File: src/rtl/alu_result_stage_if.sv
// Handshake bundle between the ALU, alu_result_stage and writeback.
// The master side is the environment; the slave side is the stage.
interface alu_result_stage_if #(
  parameter int unsigned WIDTH = 64,
  parameter int unsigned RD_W  = 5
);
  logic             in_valid;
  logic             in_ready;
  logic [WIDTH-1:0] in_result;
  logic [RD_W-1:0]  in_rd;
  logic             in_wen;

  logic             out_valid;
  logic             out_ready;
  logic [WIDTH-1:0] out_result;
  logic [RD_W-1:0]  out_rd;
  logic             out_wen;
  logic             out_zero;
  logic             out_neg;

  modport master (
    output in_valid, in_result, in_rd, in_wen, out_ready,
    input  in_ready, out_valid, out_result, out_rd, out_wen, out_zero, out_neg
  );

  modport slave (
    input  in_valid, in_result, in_rd, in_wen, out_ready,
    output in_ready, out_valid, out_result, out_rd, out_wen, out_zero, out_neg
  );
endinterface

File: src/rtl/alu_result_stage.sv
// Two-entry elastic skid stage between ALU and writeback; flags computed at capture.
// Optional ALU_RESULT_STATS_EN adds a 32-bit retired-result counter output.
module alu_result_stage #(
  parameter int unsigned WIDTH = 64,
  parameter int unsigned RD_W  = 5
) (
  input  logic                clk,
  input  logic                rst_n,
  input  logic                flush,
  output logic [1:0]          occ,
`ifdef ALU_RESULT_STATS_EN
  output logic [31:0]         retired_count,
`endif
  alu_result_stage_if.slave   bus
);

  typedef struct packed {
    logic [WIDTH-1:0] result;
    logic [RD_W-1:0]  rd;
    logic             wen;
    logic             zero;
    logic             neg;
  } entry_t;

  typedef enum logic [1:0] {
    EMPTY = 2'd0,
    ONE   = 2'd1,
    FULL  = 2'd2
  } state_t;

  state_t state;
  entry_t head;
  entry_t tail;
  entry_t new_entry;
  logic   push;
  logic   pop;

  // Readiness depends on registered state only, never on out_ready.
  assign bus.in_ready  = (state != FULL);
  assign bus.out_valid = (state != EMPTY);
  assign occ           = state;

  assign push = bus.in_valid  & (state != FULL);
  assign pop  = bus.out_ready & (state != EMPTY);

  always_comb begin
    new_entry        = '0;
    new_entry.result = bus.in_result;
    new_entry.rd     = bus.in_rd;
    new_entry.wen    = bus.in_wen;
    new_entry.zero   = (bus.in_result == '0);
    new_entry.neg    = bus.in_result[WIDTH-1];
  end

  assign bus.out_result = head.result;
  assign bus.out_rd     = head.rd;
  assign bus.out_wen    = head.wen;
  assign bus.out_zero   = head.zero;
  assign bus.out_neg    = head.neg;

  // Shift-style storage: head feeds writeback, tail only holds the second entry.
  always_ff @(posedge clk or negedge rst_n) begin
    if (!rst_n) begin
      state <= EMPTY;
      head  <= '0;
      tail  <= '0;
    end else if (flush) begin
      state <= EMPTY;
    end else begin
      unique case (state)
        EMPTY: begin
          if (push) begin
            head  <= new_entry;
            state <= ONE;
          end
        end
        ONE: begin
          if (push && pop) begin
            head <= new_entry;
          end else if (push) begin
            tail  <= new_entry;
            state <= FULL;
          end else if (pop) begin
            state <= EMPTY;
          end
        end
        FULL: begin
          if (pop) begin
            head  <= tail;
            state <= ONE;
          end
        end
        default: state <= EMPTY;
      endcase
    end
  end

`ifdef ALU_RESULT_STATS_EN
  always_ff @(posedge clk or negedge rst_n) begin
    if (!rst_n) begin
      retired_count <= '0;
    end else if (pop && !flush) begin
      retired_count <= retired_count + 32'd1;
    end
  end
`endif

endmodule
File: src/flat_wrapper.sv
// flat-port wrapper written by rule: the top's interface ports become plain ports
module alu_result_stage_flat 
#(
  parameter int unsigned WIDTH = 64,
  parameter int unsigned RD_W  = 5
)
  (clk, rst_n, flush, occ, bus_in_valid, bus_in_result, bus_in_rd, bus_in_wen, bus_out_ready, bus_in_ready, bus_out_valid, bus_out_result, bus_out_rd, bus_out_wen, bus_out_zero, bus_out_neg);
  alu_result_stage_if #(.WIDTH(WIDTH), .RD_W(RD_W)) bus_i ();
  input  logic clk;
  input  logic rst_n;
  input  logic flush;
  output logic [1:0] occ;
  input wire logic [$bits(bus_i.in_valid)-1:0] bus_in_valid;
  input wire logic [$bits(bus_i.in_result)-1:0] bus_in_result;
  input wire logic [$bits(bus_i.in_rd)-1:0] bus_in_rd;
  input wire logic [$bits(bus_i.in_wen)-1:0] bus_in_wen;
  input wire logic [$bits(bus_i.out_ready)-1:0] bus_out_ready;
  output wire logic [$bits(bus_i.in_ready)-1:0] bus_in_ready;
  output wire logic [$bits(bus_i.out_valid)-1:0] bus_out_valid;
  output wire logic [$bits(bus_i.out_result)-1:0] bus_out_result;
  output wire logic [$bits(bus_i.out_rd)-1:0] bus_out_rd;
  output wire logic [$bits(bus_i.out_wen)-1:0] bus_out_wen;
  output wire logic [$bits(bus_i.out_zero)-1:0] bus_out_zero;
  output wire logic [$bits(bus_i.out_neg)-1:0] bus_out_neg;
  assign bus_i.in_valid = bus_in_valid;
  assign bus_i.in_result = bus_in_result;
  assign bus_i.in_rd = bus_in_rd;
  assign bus_i.in_wen = bus_in_wen;
  assign bus_i.out_ready = bus_out_ready;
  assign bus_in_ready = bus_i.in_ready;
  assign bus_out_valid = bus_i.out_valid;
  assign bus_out_result = bus_i.out_result;
  assign bus_out_rd = bus_i.out_rd;
  assign bus_out_wen = bus_i.out_wen;
  assign bus_out_zero = bus_i.out_zero;
  assign bus_out_neg = bus_i.out_neg;
  alu_result_stage #(.WIDTH(WIDTH), .RD_W(RD_W)) u_core (.clk(clk), .rst_n(rst_n), .flush(flush), .occ(occ), .bus(bus_i));
endmodule
File: config.mk
export PLATFORM = sky130hd
export DESIGN_NAME = alu_result_stage_flat
export DESIGN_NICKNAME = d
export VERILOG_FILES = /design/src/rtl/alu_result_stage_if.sv /design/src/rtl/alu_result_stage.sv /design/src/flat_wrapper.sv
export SDC_FILE = /design/constraint.sdc
export NUM_CORES = 1
export LEC_CHECK = 0
export ABC_AREA = 1
export BUFFER_PORTS_ARGS = -buffer_cell sky130_fd_sc_hd__buf_2
export CAP_MARGIN = 30
export CORE_ASPECT_RATIO = 0.7
export CORE_MARGIN = 3
export CORE_UTILIZATION = 55
export DETAILED_ROUTE_END_ITERATION = 8
export PLACE_DENSITY = 0.85
export SYNTH_ARGS = -nofsm -noshare
export SYNTH_HDL_FRONTEND = slang
export SYNTH_SLANG_ARGS = --single-unit
export TNS_END_PERCENT = 100
File: constraint.sdc
create_clock -name clk -period 3.1 [get_ports clk]
set_input_delay 0.465 -clock clk [delete_from_list [all_inputs] [get_ports clk]]
set_output_delay 0.465 -clock clk [all_outputs]
set_load 0.05 [all_outputs]
==> impl_metrics.xml, run 1 <==
<?xml version="1.0" encoding="UTF-8"?>
<metrics>
  <group name="sta">
    <metric name="fin_crit_sh" unit="%">84.69</metric>
    <metric name="fmaxAchievable" unit="MHz">380.9</metric>
    <metric name="final_period_minus_worst_setup_slack" unit="ps">2625</metric>
    <metric name="grt_setup_unrepaired" unit="">no</metric>
    <metric name="timing_max_transition_violations_final" unit="">0</metric>
    <metric name="slew_headroom" unit="%">39.72</metric>
    <metric name="hold_violations" unit="">0</metric>
    <metric name="final.setup_skew" unit="ps">5.465</metric>
    <metric name="whs" unit="ps">308.6</metric>
    <metric name="finalSetupTns" unit="ps">0</metric>
    <metric name="worst_pin_slew" unit="ps">904.2</metric>
    <metric name="report.final.setup_viol" unit="">0</metric>
  </group>
  <group name="critical_path">
    <metric name="minimum_setup_slack_among_reg_to_reg_paths" unit="ps">940</metric>
    <metric name="cp_data_required_time" unit="ps">2630</metric>
    <metric name="worst_setup_path_end_kind" unit="">primary output</metric>
    <metric name="rr_worst_depth" unit="">7</metric>
    <metric name="max_fanout_on_critical_path" unit="">59</metric>
    <metric name="critical_path.reg2reg.startpoint" unit="">u_core.occ[0]</metric>
    <metric name="worst_setup_path_start_kind" unit="">register</metric>
    <metric name="crit_path_max_incr_delay" unit="ps">520</metric>
    <metric name="path_class" unit="">register to primary output</metric>
    <metric name="critical_path_arrival" unit="ps">2160</metric>
    <metric name="worstPathCellList" unit="">inv_2 &gt; nand2_2 &gt; buf_4 &gt; buf_2</metric>
    <metric name="rr_endpoint" unit="">u_core.bus.out_result[6]</metric>
    <metric name="crit_slowest_cell" unit="">sky130_fd_sc_hd__buf_4</metric>
  </group>
  <group name="routing">
    <metric name="post-route-drc-count" unit="">0</metric>
    <metric name="first_pass_iters" unit="">5</metric>
    <metric name="vias" unit="">5409</metric>
    <metric name="drtAntennaViolNets" unit="">0</metric>
    <metric name="drt_iter0_drc" unit="">461</metric>
    <metric name="viasPerCell" unit="">5.074</metric>
    <metric name="drt-wirelength-per-cell" unit="um">13.83</metric>
    <metric name="wirelength" unit="um">14750</metric>
  </group>
  <group name="final_layout">
    <metric name="areaGrowthSynthToFinish" unit="%">20.66</metric>
    <metric name="share_of_layout_cells_above_drive_strength_1" unit="%">24.32</metric>
    <metric name="fillerInstances" unit="">942</metric>
    <metric name="final_cell_count_no_fill" unit="">1066</metric>
    <metric name="insertedDiodeCount" unit="">0</metric>
    <metric name="fin_nets" unit="">976</metric>
  </group>
  <group name="run">
    <metric name="drv_cap" unit="">0</metric>
  </group>
  <group name="yosys">
    <metric name="postSynthAreaPerCell" unit="sq um">8.405</metric>
    <metric name="post_synthesis_instance_area" unit="sq um">6480</metric>
    <metric name="synth_seq_cells" unit="">144</metric>
    <metric name="synth_sequential_area_ratio" unit="%">55.61</metric>
    <metric name="netlist_instances" unit="">771</metric>
    <metric name="ys_warn_count" unit="">0</metric>
    <metric name="synth.net_count" unit="">846</metric>
    <metric name="synthDistinctLibCells" unit="">18</metric>
  </group>
  <group name="global_routing">
    <metric name="gr-usage-all-layers" unit="%">23.09</metric>
    <metric name="antenna_found_initial" unit="">0</metric>
    <metric name="overflow" unit="">0</metric>
    <metric name="first_global_vias" unit="">5062</metric>
    <metric name="pin_count_of_the_biggest_net_entering_global_routing" unit="">94</metric>
    <metric name="global_route_wire_length_before_repair" unit="um">24270</metric>
  </group>
  <group name="clocking">
    <metric name="cts-buffers-inserted" unit="">17</metric>
    <metric name="tritoncts_clock_tree" unit="">done</metric>
    <metric name="clkLatencyLatePin" unit="ps">410</metric>
    <metric name="clock_sink_count" unit="">144</metric>
    <metric name="post_cts_resized" unit="">0</metric>
    <metric name="cts_htree_levels" unit="">4</metric>
    <metric name="clockRootBuffer" unit="">sky130_fd_sc_hd__clkbuf_16</metric>
    <metric name="cts_max_path_buffers" unit="">2</metric>
    <metric name="clk_pin_slew" unit="ps">60</metric>
  </group>
  <group name="worst_hold_path">
    <metric name="whs_endpoint" unit="">u_core.tail[7]</metric>
    <metric name="hold_path_startpoint" unit="">bus_in_rd[4]</metric>
    <metric name="worst_hold_path_type" unit="">input pin to register</metric>
    <metric name="hold_depth" unit="">3</metric>
  </group>
  <group name="power_and_ir_drop">
    <metric name="cellPowerDensity" unit="nW/um^2">831.8</metric>
    <metric name="worst_ir_drop_vdd" unit="V">0.0004777</metric>
    <metric name="total_leakage_power" unit="nW">4.136</metric>
  </group>
  <group name="place">
    <metric name="io_buffers" unit="">150</metric>
    <metric name="gpl.final_weighted_congestion" unit="">0.8333</metric>
    <metric name="hpwl" unit="um">9993</metric>
    <metric name="placed_cells_incl_taps" unit="">1034</metric>
  </group>
  <group name="floorplan">
    <metric name="std_cell_rows" unit="">32</metric>
    <metric name="die_width" unit="um">135.7</metric>
    <metric name="core_area" unit="sq um">11250</metric>
    <metric name="floorplan.io_pins" unit="">151</metric>
    <metric name="initial_utilization" unit="%">57.60</metric>
    <metric name="die_area" unit="sq um">13140</metric>
    <metric name="die-height" unit="um">96.82</metric>
  </group>
  <group name="run_status">
    <metric name="run_status" unit="">complete, no violations</metric>
  </group>
</metrics>
what timing repair did:
item	CTS	global route
hold buffers	1	0
buffers inserted	0	0
hold endpoints to repair	5	0
worst max-delay path, delay by kind of cell (launching register included):
family        cells  cell delay, ps
buf+inv           3             960
flops             1             410
simple gates      1             350
per-stage QoR:
| step | setup WS, ps | util (%) | instance area, sq um | total power [mW] |
|---|---|---|---|---|
| CTS | 500.9 | 69.50 | 7819 | 6.550 |
| finish | 474.6 | 69.50 | 7819 | 6.504 |
| global route | 345.4 | 69.50 | 7819 | 6.854 |
| global placement | 1006 | 64.29 | 7233 | 4.477 |
| detailed placement | 962.0 | 64.29 | 7233 | 4.550 |
| floorplan | 1293 | - | 6480 | 4.038 |
layer usage:
layer	GRT usage [%]	share of wire (%)	vias up	wire [um]
met5	0	0	-	0
met4	6.352	0.88	0	130
met3	6.445	8.4	11	1237
met2	35.63	45	172	6567
met1	32.34	46	2526	6813
li1	-	-	2700	-
worst max path at each step:
stage / startpoint / endpoint / slack (ps)
6_report: u_core.occ[0] / bus_in_ready / 470
5_1_grt: u_core.occ[0] / bus_in_ready / 350
4_1_cts: u_core.occ[0] / bus_in_ready / 500
3_5_place_dp: u_core.occ[0] / bus_in_ready / 960
3_3_place_gp: u_core.occ[0] / bus_in_ready / 1010
2_1_floorplan: u_core.occ[0] / bus_in_ready / 1290
flip-flops by register name, summed over array words and instances (netlist names):
| name | count |
|---|---|
| u_core.tail | 71 |
| u_core.bus.out_result | 64 |
| u_core.occ | 2 |
| u_core.bus.out_wen | 1 |
| u_core.bus.out_rd | 5 |
| u_core.bus.out_zero | 1 |
area by class of cell:
cell class | instances | area (sq um) | share of cell area, %
clock inverter | 6 | 80.08 | 1.024
tap | 153 | 191.4 | 2.448
timing repair buffer | 157 | 849.6 | 10.87
clock buffer | 25 | 495.5 | 6.337
inverter | 75 | 281.5 | 3.601
sequential | 144 | 3603 | 46.09
multi-input combinational | 506 | 2317 | 29.64
cells by family after synthesis:
logic type | synth area share [%]
AO/OA/AOI/OAI | 18.30
XOR/XNOR | 0.1352
buffers and inverters | 8.785
flip-flops | 55.61
AND/OR/NAND/NOR | 17.17
layout by cell type (no fill, tap or decap):
cell and n:
sky130_fd_sc_hd__nand2_1 209, sky130_fd_sc_hd__o21ai_0 161, sky130_fd_sc_hd__buf_2 149, sky130_fd_sc_hd__dfrtp_1 144, sky130_fd_sc_hd__nor2_1 75, sky130_fd_sc_hd__inv_1 72, sky130_fd_sc_hd__a21oi_2 30, sky130_fd_sc_hd__o21ai_1 21
sky130_fd_sc_hd__clkbuf_16 17, sky130_fd_sc_hd__clkbuf_8 4, sky130_fd_sc_hd__clkbuf_1 4, sky130_fd_sc_hd__clkinv_2 4, sky130_fd_sc_hd__inv_2 3, sky130_fd_sc_hd__nand2_2 3, sky130_fd_sc_hd__buf_12 3, sky130_fd_sc_hd__buf_4 3
sky130_fd_sc_hd__nand2_4 2, sky130_fd_sc_hd__bufinv_16 2, sky130_fd_sc_hd__xor2_1 1, sky130_fd_sc_hd__nor3_2 1, sky130_fd_sc_hd__o31ai_1 1, sky130_fd_sc_hd__a21oi_1 1, sky130_fd_sc_hd__nand3_1 1, sky130_fd_sc_hd__dlygate4sd3_1 1
sky130_fd_sc_hd__buf_6 1
synthesized netlist by cell type (all sizes together):
master	n	area, sq um
clkbuf	17	63.81
nand3	1	5.000
o21ai	182	910.9
buf	29	224.0
dfrtp	144	3603
nand2	214	815.8
nor2	75	281.5
xor2	1	8.760
nor3	1	10.01
o31ai	1	7.510
inv	75	281.5
a21oi	31	267.8
where the power goes:
| group | switching [mW] | internal [mW] |
|---|---|---|
| logic | 1.38 | 0.484 |
| clock network | 0.717 | 1.26 |
| registers | 0.247 | 2.41 |
| total | 2.35 | 4.16 |
(Power assumes the default switching activity.)
==> run 2, diff against run 1 <==
Settings changed: ABC_AREA 1 to 0, CORE_UTILIZATION 55 to 49, PLACE_DENSITY 0.85 to 0.81.
Clock period 3.1 ns to 2.4 ns, I/O delays scaled along.
==> impl_metrics.xml, run 2 <==
<?xml version="1.0" encoding="UTF-8"?>
<metrics>
  <group name="run_status">
    <metric name="run_status" unit="">complete, no violations</metric>
  </group>
  <group name="sta">
    <metric name="timing_max_transition_violations_final" unit="">0</metric>
    <metric name="slew_headroom" unit="%">46.76</metric>
    <metric name="hold_violations" unit="">0</metric>
    <metric name="final.setup_skew" unit="ps">4.857</metric>
    <metric name="worst_pin_slew" unit="ps">798.5</metric>
    <metric name="report.final.setup_viol" unit="">0</metric>
    <metric name="finalSetupTns" unit="ps">0</metric>
    <metric name="fin_crit_sh" unit="%">84.77</metric>
    <metric name="final_period_minus_worst_setup_slack" unit="ps">2035</metric>
    <metric name="fmaxAchievable" unit="MHz">491.5</metric>
    <metric name="grt_setup_unrepaired" unit="">no</metric>
  </group>
  <group name="yosys">
    <metric name="post-synth-top-count-cell" unit="">sky130_fd_sc_hd__nand2_1</metric>
    <metric name="synth_common_cells" unit="">211 x sky130_fd_sc_hd__nand2_1, 144 x sky130_fd_sc_hd__dfrtp_1, 128 x sky130_fd_sc_hd__mux2_2</metric>
    <metric name="synth.area.top_cells" unit="">sky130_fd_sc_hd__dfrtp_1 56%, sky130_fd_sc_hd__mux2_2 22%, sky130_fd_sc_hd__nand2_1 12%, sky130_fd_sc_hd__mux2_1 2.1%, sky130_fd_sc_hd__nor4_1 1.5%</metric>
    <metric name="ys_warn_count" unit="">0</metric>
    <metric name="synthArstFlopShare" unit="%">100.0</metric>
    <metric name="postSynthAreaPerCell" unit="sq um">11.38</metric>
    <metric name="netlist_instances" unit="">568</metric>
    <metric name="synth.top_cell.area_share" unit="%">55.73</metric>
    <metric name="synthDistinctLibCells" unit="">32</metric>
    <metric name="synth_top_area_cell" unit="">sky130_fd_sc_hd__dfrtp_1</metric>
    <metric name="synth_sequential_area_ratio" unit="%">55.73</metric>
    <metric name="synthFlopType" unit="">sky130_fd_sc_hd__dfrtp_1</metric>
    <metric name="synth.net_count" unit="">643</metric>
    <metric name="synth_enable_flop_cells" unit="">0</metric>
    <metric name="post_synthesis_instance_area" unit="sq um">6466</metric>
    <metric name="synth_seq_cells" unit="">144</metric>
  </group>
  <group name="clocking">
    <metric name="cts-buffers-inserted" unit="">17</metric>
    <metric name="clk_pin_slew" unit="ps">50</metric>
    <metric name="clock_sink_count" unit="">144</metric>
    <metric name="clockRootBuffer" unit="">sky130_fd_sc_hd__clkbuf_16</metric>
    <metric name="cts_max_path_buffers" unit="">2</metric>
    <metric name="clkLatencyLatePin" unit="ps">410</metric>
    <metric name="tritoncts_clock_tree" unit="">done</metric>
    <metric name="postCtsSetupRepairBufs" unit="">0</metric>
    <metric name="cts_htree_levels" unit="">4</metric>
    <metric name="post_cts_resized" unit="">0</metric>
  </group>
  <group name="critical_path">
    <metric name="cp_data_required_time" unit="ps">2040</metric>
    <metric name="worst_setup_path_end_kind" unit="">primary output</metric>
    <metric name="worst_setup_path_start_kind" unit="">register</metric>
    <metric name="path_class" unit="">register to primary output</metric>
    <metric name="critical_path_arrival" unit="ps">1670</metric>
    <metric name="max_fanout_on_critical_path" unit="">20</metric>
  </group>
  <group name="final_layout">
    <metric name="fin_nets" unit="">793</metric>
    <metric name="largest_reg_flops" unit="">71</metric>
    <metric name="final_common_cell" unit="">sky130_fd_sc_hd__nand2_1</metric>
    <metric name="areaGrowthSynthToFinish" unit="%">24.05</metric>
    <metric name="design_area" unit="sq um">8021</metric>
    <metric name="layout.core_utilization" unit="%">63.27</metric>
    <metric name="commonest_cells_after_routing_fill_and_taps_aside" unit="">211 x sky130_fd_sc_hd__nand2_1, 149 x sky130_fd_sc_hd__buf_2, 144 x sky130_fd_sc_hd__dfrtp_1</metric>
    <metric name="insertedDiodeCount" unit="">0</metric>
    <metric name="register_with_the_most_flip_flops" unit="">u_core.tail</metric>
    <metric name="share_of_layout_cells_above_drive_strength_1" unit="%">45.07</metric>
  </group>
  <group name="floorplan">
    <metric name="std_cell_rows" unit="">34</metric>
    <metric name="die-height" unit="um">102.1</metric>
    <metric name="core_area" unit="sq um">12680</metric>
    <metric name="die_width" unit="um">143.3</metric>
    <metric name="die_area" unit="sq um">14630</metric>
    <metric name="initial_utilization" unit="%">51.01</metric>
    <metric name="floorplan.io_pins" unit="">151</metric>
  </group>
  <group name="routing">
    <metric name="viasPerCell" unit="">5.409</metric>
    <metric name="vias" unit="">4825</metric>
    <metric name="first_pass_iters" unit="">5</metric>
    <metric name="drt-wirelength-per-cell" unit="um">17.59</metric>
    <metric name="wirelength" unit="um">15690</metric>
    <metric name="drt_iter0_drc" unit="">184</metric>
    <metric name="post-route-drc-count" unit="">0</metric>
    <metric name="drtAntennaViolNets" unit="">0</metric>
  </group>
  <group name="power_and_ir_drop">
    <metric name="cellPowerDensity" unit="nW/um^2">1031</metric>
    <metric name="total_power" unit="mW">8.273</metric>
    <metric name="worst_ir_drop_vdd" unit="V">0.0005420</metric>
    <metric name="total_leakage_power" unit="nW">3.929</metric>
  </group>
  <group name="global_routing">
    <metric name="first_global_vias" unit="">4956</metric>
    <metric name="overflow" unit="">0</metric>
    <metric name="pin_count_of_the_biggest_net_entering_global_routing" unit="">74</metric>
    <metric name="global_route_wire_length_before_repair" unit="um">25360</metric>
    <metric name="gr-usage-all-layers" unit="%">22.27</metric>
    <metric name="antenna_found_initial" unit="">0</metric>
  </group>
  <group name="place">
    <metric name="gpl.final_weighted_congestion" unit="">0.8081</metric>
    <metric name="io_buffers" unit="">150</metric>
    <metric name="detailed_place.area" unit="sq um">7373</metric>
    <metric name="hpwl" unit="um">10780</metric>
  </group>
  <group name="run">
    <metric name="drv_cap" unit="">0</metric>
  </group>
  <group name="worst_hold_path">
    <metric name="worst_hold_path_type" unit="">input pin to register</metric>
  </group>
</metrics>
==> run 2: worst max-delay path: stages (launching register included) <==
cell and delay [ps]:
sky130_fd_sc_hd__dfrtp_1 450, sky130_fd_sc_hd__nor2b_4 160, sky130_fd_sc_hd__inv_2 310, sky130_fd_sc_hd__buf_2 350
==> run 2: final cells by class <==
cell class / instances / area, sq um
clock buffer: 21 / 480.5
clock inverter: 10 / 157.7
fill: 1007 / 4656
inverter: 2 / 7.507
multi-input combinational: 391 / 2658
sequential: 144 / 3603
tap: 162 / 202.7
timing repair buffer: 162 / 912.1
==> run 2: timing repair <==
action / 4_1_cts / 5_1_grt
endpoints found under the hold margin: 144 / 0
hold buffers: 1 / 0
endpoints found under the setup margin: 0 / 0
==> run 2: worst paths after layout <==
path	startpoint	endpoint	slack, ps	cells after the start
setup / recovery	u_core.occ[1]	bus_in_ready	370	3
hold / removal	bus_out_ready	u_core.occ[1]	170	2
setup reg to reg	u_core.occ[1]	u_core.tail[27]	540	4
hold reg to reg	u_core.bus.out_result[12]	u_core.bus.out_result[12]	490	1
max in group asynchronous	rst_n	u_core.bus.out_result[30]	1540	3
min in group asynchronous	rst_n	u_core.bus.out_result[5]	530	3
==> run 2: through the flow <==
stage | setup slack (ps) | hold WS [ps] | std cells
final | 365.4 | 165.6 | 892
after global routing | 295.1 | 169.3 | 892
after CTS | 338.3 | 143.3 | 892
after detailed placement | 300.0 | 397.6 | 860
after global placement | 304.6 | 394.2 | 860
after floorplan | 526.4 | 64.41 | 568
==> run 2: cells by family (layout without fill, tap and decap cells) <==
logic type             after synthesis  in the layout  share of synthesized area [%]
multiplexers                       141            141                          24.54
AND/OR/NAND/NOR                    243            243                          15.56
AO/OA/AOI/OAI                        7              7                         0.8127
buffers and inverters               33            195                          3.367
flip-flops                         144            144                          55.73
==> run 2: report_power, final <==
group	leakage, nW	switching, mW	internal [mW]	total [mW]
Clock	0.319	0.976	1.84	2.82
Sequential	1.73	0.314	3.02	3.33
Combinational	1.87	1.40	0.720	2.12
==> run 2: metal layers <==
| metal | track usage (%) | wire length [um] | vias to the layer above |
|---|---|---|---|
| met3 | 6.548 | 1224 | 18 |
| li1 | - | - | 2217 |
| met5 | 0 | 0 | - |
| met1 | 29.82 | 6814 | 2419 |
| met4 | 6.368 | 176 | 0 |
| met2 | 35.82 | 7478 | 171 |
